===== src/rtl/bsg_alu_acc_driver.sv =====
// bsg_alu_acc_driver
//   Command-side initiator for an external 4-op combinational ALU
//   (AND/XOR/NAND/ADD). Commands arrive over valid/ready. Each one is
//   issued to the ALU from registers for one cycle. The result is then
//   captured into the accumulator and returned over valid/yumi.
//
//   Optional feature macro: BSG_ALU_ACC_DRIVER_CHECK_EN
//     When defined, an internal reference recomputes op(acc, operand)
//     during ISSUE and sets the sticky err_o flag on any non-load
//     mismatch. When undefined, err_o is tied to 0.
//
//   Handshakes:
//     - A command transfers on a rising edge where v_i & ready_o.
//     - A response transfers on a rising edge where v_o & yumi_i.
//     - v_i while ready_o=0 is ignored. yumi_i while v_o=0 is ignored.
//     - In RESP, ready_o follows yumi_i, so a response can be retired
//       and a new command accepted on the same edge.
//
//   state_o exposes the FSM state for debug:
//     0 = IDLE, 1 = ISSUE, 2 = RESP.
module bsg_alu_acc_driver #(
   parameter int width_p = 8
) (
   input  logic               clk_i,
   input  logic               reset_n_i,
   input  logic               v_i,
   output logic               ready_o,
   input  logic               load_i,
   input  logic [1:0]         op_i,
   input  logic [width_p-1:0] data_i,
   output logic [1:0]         alu_control_o,
   output logic [width_p-1:0] alu_a_o,
   output logic [width_p-1:0] alu_b_o,
   input  logic [width_p-1:0] alu_res_i,
   output logic               v_o,
   output logic [width_p-1:0] data_o,
   input  logic               yumi_i,
   output logic [width_p-1:0] acc_o,
   output logic               err_o,
   output logic [1:0]         state_o
);

   typedef enum logic [1:0] {
      IDLE  = 2'd0,
      ISSUE = 2'd1,
      RESP  = 2'd2
   } state_e;

   state_e             state_r;
   logic               load_r;
   logic [1:0]         ctl_r;
   logic [width_p-1:0] b_r;
   logic [width_p-1:0] acc_r;
   logic [width_p-1:0] data_r;
   logic [width_p-1:0] next_acc;

   // Loads bypass the ALU and take the latched operand directly.
   assign next_acc = load_r ? b_r : alu_res_i;

   // Ready when idle, or in RESP exactly on the cycle the response is consumed.
   assign ready_o = (state_r == IDLE) | ((state_r == RESP) & yumi_i);

   assign v_o           = (state_r == RESP);
   assign alu_control_o = ctl_r;
   assign alu_a_o       = acc_r;
   assign alu_b_o       = b_r;
   assign acc_o         = acc_r;
   assign data_o        = data_r;
   assign state_o       = state_r;

   // Command FSM.
   // ALU drive registers change only on accept edges.
   // The accumulator and response change only at the end of ISSUE.
   always_ff @(posedge clk_i or negedge reset_n_i) begin
      if (!reset_n_i) begin
         state_r <= IDLE;
         load_r  <= 1'b0;
         ctl_r   <= 2'b00;
         b_r     <= '0;
         acc_r   <= '0;
         data_r  <= '0;
      end else begin
         case (state_r)
            IDLE: begin
               if (v_i) begin
                  load_r  <= load_i;
                  ctl_r   <= op_i;
                  b_r     <= data_i;
                  state_r <= ISSUE;
               end
            end
            ISSUE: begin
               acc_r   <= next_acc;
               data_r  <= next_acc;
               state_r <= RESP;
            end
            RESP: begin
               if (yumi_i) begin
                  if (v_i) begin
                     load_r  <= load_i;
                     ctl_r   <= op_i;
                     b_r     <= data_i;
                     state_r <= ISSUE;
                  end else begin
                     state_r <= IDLE;
                  end
               end
            end
            default: state_r <= IDLE;
         endcase
      end
   end

`ifdef BSG_ALU_ACC_DRIVER_CHECK_EN
   logic [width_p-1:0] exp_res;
   logic               err_r;

   // Reference model of the external ALU, evaluated on the registered drive values.
   always_comb begin
      exp_res = '0;
      case (ctl_r)
         2'b00:   exp_res = acc_r & b_r;
         2'b01:   exp_res = acc_r ^ b_r;
         2'b10:   exp_res = ~(acc_r & b_r);
         default: exp_res = acc_r + b_r;
      endcase
   end

   // Sticky mismatch flag; only ALU ops are checked, loads ignore the ALU.
   always_ff @(posedge clk_i or negedge reset_n_i) begin
      if (!reset_n_i) begin
         err_r <= 1'b0;
      end else if ((state_r == ISSUE) && !load_r && (alu_res_i != exp_res)) begin
         err_r <= 1'b1;
      end
   end

   assign err_o = err_r;
`else
   assign err_o = 1'b0;
`endif

endmodule

===== config.mk =====
export PLATFORM = sky130hd
export DESIGN_NAME = bsg_alu_acc_driver
export DESIGN_NICKNAME = d
export VERILOG_FILES = /design/src/rtl/bsg_alu_acc_driver.sv
export SDC_FILE = /design/constraint.sdc
export NUM_CORES = 1
export LEC_CHECK = 0
export BUFFER_PORTS_ARGS = -buffer_cell sky130_fd_sc_hd__buf_2
export CORE_MARGIN = 2
export CORE_UTILIZATION = 38
export CTS_CLUSTER_DIAMETER = 80
export DETAILED_ROUTE_END_ITERATION = 16
export PLACE_DENSITY_LB_ADDON = 0.2
export SYNTH_ARGS = -nofsm -noshare
export SYNTH_HDL_FRONTEND = slang
export SYNTH_SLANG_ARGS = --single-unit

===== constraint.sdc =====
create_clock -name clk_i -period 1.23 [get_ports clk_i]
set_input_delay 0.123 -clock clk_i [delete_from_list [all_inputs] [get_ports clk_i]]
set_output_delay 0.123 -clock clk_i [all_outputs]
set_load 0.02 [all_outputs]

==> impl_metrics.toml, run 1 <==
[outcome]
outcome = "finished, violations left"
failed_checks = "negative setup slack"

[placed_design]
dp_hpwl_mm = 1.51
io_buffers = 60
gp_congestion = 0.686

[route]
ant_nets = 0
drt_first_pass_iters = 3
vias = 728
via_per_inst = 4.47
wl_per_cell_um = 11.6
drt-initial-drc-count = 8
wl_mm = 1.90
drcViolationCount = 0

[critical_path]
crit_arrival_ns = 1.54
critical_path_class = "reg2reg"
cp-end-kind = "flop"
worstPathRequired_ns = 1.42
start_kind = "flop"
reg2reg_depth = 4
crit_path_start = "state_o[1]"
rr_startpoint = "state_o[1]"
rr_endpoint = "alu_b_o[6]"
cp_max_fo = 12
reg2reg_slack_ns = -0.13

[clock_tree]
cts_max_level = 1
clk_latency_ns = 0.29
cts.reportedPaths.clkPinSlew_ns = 0.11
root_buffer = "clkbuf_4"
clockBufferDepth = 2
cts_tree = "built"
cts_made_buffers = 3
cts_num_sinks = 21
postCtsSetupRepairBufs = 0

[yosys]
yosys_warnings = 0
synth_seq_cells = 21
synth_edf_count = 0
yosysSeqAreaShare_pct = 51.9
syn-num-nets = 107
syn_inst = 84
yosysTopAreaCellShare_pct = 51.9
netlist_top_cells_count = "dfrtp_1 (21), buf_4 (17), mux2_2 (11), o21ai_0 (9)"
yosys.area.top_type = "dfrtp_1"
synth_most_common_cell = "dfrtp_1"
avgSynthCellArea_um2 = 12.1
async_flop_share_pct = 100
synthTopCellsByArea = "dfrtp_1 (52%), buf_4 (13%), mux2_2 (12%), mux2i_1 (7.9%), o21ai_0 (4.4%)"
synth_area_mm2 = 0.00101
synth-main-ff-cell = "dfrtp_1"
ys_types = 15

[final_layout]
n_antenna_cell = 0
n_fill_cell = 236
syn2layout_area_growth_pct = 28.6
layout-drive-gt1-share_pct = 60.9
multi_input_area_um2 = 343
final-seq-area_um2 = 527
nets = 157

[floorplanning]
fp-row-count = 18
initial_core_util_pct = 40.5
io_pins = 62
dieWidth_um = 55.6
die_area_mm2 = 0.00310
coreArea_mm2 = 0.00250
die_h_um = 55.6

[timing]
rsz0062_at_grt = "yes"
post-route-period-util_pct = 110
worst_slack_ns = -0.128
max_freq_mhz = 737
setup_violations = 13
hold_viol = 0
final.setup_skew_ns = 0.00359
fin_setup_tns_ns = -1.36
min_period_ns = 1.36
maxSlewViolCount = 0

[global_routing]
grt_pass1_vias = 733
antenna_found_initial = 0
grt-ovfl-total = 0
grt_pass1_wl_mm = 3.24
grtUsageTotal_pct = 13.2
grt_max_degree = 22

[job]
maxCapViolCount = 0

[min_path]
worstHoldStart = "op_i[1]"
hold_path.class = "in2reg"
whs_endpoint = "alu_control_o[1]"
min_delay_path_depth = 2

[power]
leakage_nw = 0.698
power_density_mw_per_mm2 = 2360
netSwitchingFraction_pct = 45.5
ir_worst_vdd_uv = 1120
power_mw = 3.08
p_seq_share_pct = 36.9
clkPwrFrac_pct = 10.3
p_int_mw = 1.68
p_switching_mw = 1.40
combPwrFrac_pct = 52.8
[how the worst max path moves through the flow]
stage / end / slack [ns] / cells after the start
floorplan: alu_b_o[0] / -0.18 / 4
global placement: alu_control_o[1] / -0.09 / 4
detailed placement: alu_b_o[2] / -0.13 / 4
CTS: alu_b_o[6] / -0.14 / 4
global route: alu_b_o[0] / -0.18 / 4
finish: alu_b_o[6] / -0.13 / 4
[power groups by stage]
stage | clock network, mW | logic, mW | registers, mW
finish | 0.318 | 1.63 | 1.14
global route | 0.378 | 1.73 | 1.20
CTS | 0.342 | 1.65 | 1.15
detailed placement | 0 | 1.63 | 1.16
global placement | 0 | 1.62 | 1.14
floorplan | 0 | 1.09 | 1.41
[critical path: stages, from the launching register on]
cell	delay, ns
dfrtp_2	0.42
nor2b_4	0.13
nor3b_4	0.21
buf_12	0.16
mux2_2	0.33
[per-layer routing]
| layer | track usage (%) | share of wire [%] |
|---|---|---|
| met5 | 0 | 0 |
| met4 | 5.23 | 0.79 |
| met3 | 2.79 | 7.6 |
| met2 | 22.3 | 50 |
| met1 | 16.4 | 41 |
[state kept, by name (all words and copies together) (netlist names)]
name / count
alu_b_o: 8
alu_control_o: 2
state_o: 2
load_r: 1
data_o: 8
[cell usage in the layout, fill, tap and decap left out, drive strengths merged]
cell,count
dfrtp,21
or2b,1
mux2i,8
nor3b,1
nand2b,1
clkbuf,4
nand2,8
nor2,1
nor2b,2
conb,1
dlygate4sd3,1
buf,64
o21ai,9
mux2,11
[what timing repair did]
| item | 4_1_cts | 5_1_grt |
|---|---|---|
| hold buffers | 1 | 0 |
| endpoints found under the hold margin | 21 | 0 |
| resized for setup | 3 | 0 |
| setup endpoints to repair | 13 | 13 |
[cells by family (layout without fill, tap and decap cells)]
logic type	after synthesis	in the layout	synth area share, %
DFF	21	21	51.9
and+or+nand+nor	14	14	8.52
buffers and inverters	20	69	14.7
AOI/OAI and AO/OA	9	9	4.44
other	1	1	0.370
muxes	19	19	20.1
[per-stage QoR]
| step | std cells | utilization (%) | hold slack, ns | cell area, µm² | setup WS (ns) |
|---|---|---|---|---|---|
| final | 163 | 52.2 | 0.0506 | 1300 | -0.128 |
| after global routing | 163 | 52.2 | 0.0308 | 1300 | -0.184 |
| after CTS | 163 | 52.2 | 0.0352 | 1300 | -0.140 |
| after detailed placement | 158 | 50.4 | 0.104 | 1260 | -0.129 |
| after global placement | 158 | 50.4 | 0.100 | 1260 | -0.0896 |
| after floorplan | 84 | - | -0.173 | 1010 | -0.182 |
[cell type report]
cell class | instances | area share (%)
clock buffer | 4 | 2.02
multi-input combinational | 43 | 26.3
sequential | 21 | 40.4
tap | 30 | 2.88
timing repair buffer | 65 | 28.4
(Power assumes the default switching activity.)
==> inputs of run 2 (changes only) <==
- BUFFER_PORTS_ARGS: -buffer_cell sky130_fd_sc_hd__buf_2 -> -buffer_cell sky130_fd_sc_hd__buf_4
==> run 2 against run 1 <==
The flow still finishes with violations (negative setup slack). Maximum frequency down 0.40%. Worst hold slack better by 0.00086 ns. Clock power down 1%. Sequential share of layout area down 4.1 points. Non-clock buffer count unchanged. Routed wire length up 2.7%. Combinational power up 17%. Setup slack worse by 0.0055 ns. Sequential cell count unchanged. Register-to-register slack about the same. Utilization up 5.9 points. Die area unchanged. Critical endpoint is now alu_control_o[0].
==> impl_metrics.toml, run 2 (same netlist as run 1, synthesis figures left out) <==
[timing]
post-route-period-util_pct = 111
hold_viol = 0
max_freq_mhz = 734
rsz0062_at_grt = "yes"
fin_setup_tns_ns = -1.37
worst_slack_ns = -0.133
final.setup_skew_ns = 0.00608
setup_violations = 13
maxSlewViolCount = 0
min_period_ns = 1.36

[final_layout]
syn2layout_area_growth_pct = 43.1
final_cell_mix = "buf_4 (62), dfrtp_1 (20), mux2_2 (10)"
mostFrequentLayoutCell = "buf_4"
n_antenna_cell = 0
n_fill_cell = 217
layout-drive-gt1-share_pct = 61.7
final_cell_count_no_fill = 163
nets = 157
final-seq-area_um2 = 527
multi_input_area_um2 = 343

[critical_path]
cp_max_fo = 12
reg2reg_depth = 4
worstPathRequired_ns = 1.41
crit_path_start = "state_o[1]"
critical_path_class = "reg2reg"
start_kind = "flop"
crit_arrival_ns = 1.55
rr_startpoint = "state_o[1]"
cp-end-kind = "flop"

[placed_design]
gp_congestion = 0.708
post-place-ws_ns = -0.127
dp.cells = 158
dp_hpwl_mm = 1.59
io_buffers = 60

[route]
wl_per_cell_um = 11.9
wl_mm = 1.95
via_per_inst = 4.51
drt_first_pass_iters = 2
drt-initial-drc-count = 8
drcViolationCount = 0
vias = 735
ant_nets = 0

[floorplanning]
io_pins = 62
coreArea_mm2 = 0.00250
initial_core_util_pct = 40.5
die_area_mm2 = 0.00310
dieWidth_um = 55.6
die_h_um = 55.6
fp-row-count = 18

[power]
power_mw = 3.39
ir_worst_vdd_uv = 1330
power_density_mw_per_mm2 = 2340
leakage_nw = 0.744

[clock_tree]
cts_made_buffers = 3
cts_tree = "built"
clk_latency_ns = 0.29
cts_num_sinks = 21
root_buffer = "clkbuf_4"
clockBufferDepth = 2
postCtsSetupRepairBufs = 0
cts_max_level = 1
cts.reportedPaths.clkPinSlew_ns = 0.11

[global_routing]
grtUsageTotal_pct = 12.8
grt-ovfl-total = 0
grt_max_degree = 22
grt_pass1_wl_mm = 3.13
grt_pass1_vias = 708
antenna_found_initial = 0

[outcome]
outcome = "finished, violations left"
failed_checks = "negative setup slack"

[min_path]
hold_path.class = "in2reg"
worstHoldStart = "data_i[5]"
min_delay_path_depth = 2

[job]
maxCapViolCount = 0
-- run 2: stage by stage --
stage                     hold WS [ns]  cell area [µm²]  util (%)
final                           0.0514             1450      58.0
after global routing            0.0340             1450      58.0
after CTS                       0.0433             1450      57.9
after detailed placement        0.0186             1410      56.4
after global placement          0.0218             1410      56.4
after floorplan                 -0.173             1010         -
-- run 2: final timing paths --
path                               endpoint  slack (ns)
max                        alu_control_o[0]       -0.13
min                              alu_b_o[5]        0.05
max reg2reg                alu_control_o[0]       -0.13
min reg2reg                       data_o[0]        0.54
max in group asynchronous        state_o[1]        0.77
min in group asynchronous        alu_b_o[1]        0.24
-- run 2: what timing repair did --
action,in CTS,in global routing
hold buffers,1,0
endpoints found under the setup margin,13,13
cloned,0,0
gates resized for setup,0,1
hold endpoints to repair,21,0
-- run 2: power by group --
group | internal, mW | switching (mW)
registers | 0.926 | 0.239
clock network | 0.121 | 0.193
logic | 0.914 | 0.999
total | 1.96 | 1.43
-- run 2: layout make-up --
cell class	count	area share, %
Timing Repair Buffer	65	35.5
Tap cell	30	2.59
Sequential cell	21	36.3
Clock buffer	3	1.55
Clock inverter	1	0.345
Multi-Input combinational cell	43	23.6
-- run 2: worst max-delay path: stages (launching register included) --
cell     delay [ns]
dfrtp_2        0.41
nor2b_4        0.13
nor3b_4        0.21
buf_12         0.17
mux2_2         0.33
-- run 2: routing by layer --
metal / track usage (%) / vias up / wire (µm)
li1: - / 364 / -
met1: 15.5 / 337 / 771
met2: 21.6 / 32 / 1000
met3: 2.56 / 2 / 149
met4: 6.27 / 0 / 24
met5: 0 / - / 0
==> inputs of run 3 (changes only) <==
- CORE_ASPECT_RATIO: unset -> 0.7
==> run 3 against run 2 <==
The run still ends with negative setup slack left. Maximum frequency up 1.5%. Cell count increased by 2.5%. Routed wire length up 1.6%. Global-route usage up 1.7 points. First-iteration DRC count decreased by 75%. Total power is 4.2% higher. Sequential power hardly changed. Critical path type unchanged. Largest cell class unchanged.
==> impl_metrics.toml, run 3 (same netlist as run 1, synthesis figures left out) <==
[outcome]
outcome = "finished, violations left"
failed_checks = "negative setup slack"

[power]
leakage_nw = 0.757
power_mw = 3.54
ir_worst_vdd_uv = 897
power_density_mw_per_mm2 = 2370

[min_path]
whs_endpoint = "alu_b_o[2]"
hold_path.class = "in2reg"
min_delay_path_depth = 2
worstHoldStart = "data_i[2]"

[critical_path]
cp-end-kind = "flop"
reg2reg_depth = 4
start_kind = "flop"
crit_arrival_ns = 1.49
rr_endpoint = "alu_b_o[7]"
rr_startpoint = "state_o[1]"
worstPathRequired_ns = 1.38
cp_max_fo = 12
critical_path_class = "reg2reg"
reg2reg_slack_ns = -0.11

[global_routing]
grt_pass1_vias = 690
met3_usage_pct = 5.52
antenna_found_initial = 0
use_met1_pct = 18.3
grt_busiest_layer = "met2"
grt-ovfl-total = 0
grt.met2_usage_pct = 22.8
grtUsageTotal_pct = 14.5
grt_pass1_wl_mm = 3.17
grt_max_degree = 22

[final_layout]
final_cell_mix = "buf_4 (60), dfrtp_1 (20), mux2_2 (10)"
layout-drive-gt1-share_pct = 62.4
final_core_util_pct = 59.6
nets = 157
n_antenna_cell = 0
syn2layout_area_growth_pct = 46.9
mostFrequentLayoutCell = "buf_4"

[timing]
max_freq_mhz = 745
setup_violations = 11
fin_setup_tns_ns = -1.16
final.setup_skew_ns = 0.00301
min_period_ns = 1.34
hold_viol = 0
rsz0062_at_grt = "yes"
maxSlewViolCount = 0
worst_slack_ns = -0.113
whs_ns = 0.0933
post-route-period-util_pct = 109

[clock_tree]
cts.reportedPaths.clkPinSlew_ns = 0.07
clockBufferDepth = 2
cts_made_buffers = 3
cts_num_sinks = 21
cts_max_level = 1
clk_latency_ns = 0.26
cts_tree = "built"
root_buffer = "clkbuf_8"

[route]
drcViolationCount = 0
ant_nets = 0
vias = 725
wl_per_cell_um = 11.8
wl_mm = 1.98
drt-initial-drc-count = 2
drt_first_pass_iters = 2
via_per_inst = 4.34

[floorplanning]
io_pins = 62
die_area_mm2 = 0.00310
die_h_um = 47.2
coreArea_mm2 = 0.00250
initial_core_util_pct = 40.6
fp-row-count = 15
dieWidth_um = 65.7

[job]
maxCapViolCount = 0

[placed_design]
gp_congestion = 0.748
io_buffers = 60
[run 3: cell counts in the layout (fill, tap and decap cells not counted)]
No cell type changed its count.
[run 3: timing repair]
action / in CTS / in global routing
buffers inserted: 0 / 1
hold buffers: 1 / 0
resized for setup: 1 / 4
endpoints found under the setup margin: 11 / 13
hold endpoints to repair: 21 / 0
[run 3: how the worst max path moves through the flow]
stage,start,to,slack [ns],cells past startpoint
2_1_floorplan,state_o[1],alu_b_o[0],-0.18,4
3_3_place_gp,state_o[1],alu_b_o[4],-0.09,4
3_5_place_dp,state_o[1],alu_b_o[3],-0.10,4
4_1_cts,state_o[1],alu_b_o[3],-0.11,4
5_1_grt,state_o[1],alu_control_o[1],-0.18,4
6_report,state_o[1],alu_b_o[7],-0.11,4
[run 3: worst max-delay path, cell delays in order (launching register included)]
cell and delay [ns]:
dfrtp_2 0.40, nor2b_4 0.13, nor3b_4 0.20, buf_12 0.16, mux2_2 0.33
[run 3: area by class of cell]
cell class,instances,area (µm²)
multi-input cells,43,350
clock buffers,3,41.3
repair buffers,65,523
well taps,34,42.5
clock inverters,1,5.00
flip-flops and latches,21,527
fillers,210,1010
[run 3: per-layer routing]
layer	up-vias	wire length, µm
met2	34	871
met5	-	0
met3	4	198
met4	0	29
li1	361	-
met1	326	878
[run 3: stage by stage]
| step | setup WS (ns) | cells | area (µm²) |
|---|---|---|---|
| 6_report | -0.113 | 167 | 1490 |
| 5_1_grt | -0.176 | 167 | 1490 |
| 4_1_cts | -0.112 | 167 | 1470 |
| 3_5_place_dp | -0.100 | 162 | 1410 |
| 3_3_place_gp | -0.0904 | 162 | 1410 |
| 2_1_floorplan | -0.182 | 84 | 1010 |
[run 3: power by group]
part / internal (mW) / switching (mW) / total [mW]
logic: 0.928 / 1.00 / 1.93
clock network: 0.225 / 0.211 / 0.436
registers: 0.928 / 0.242 / 1.17
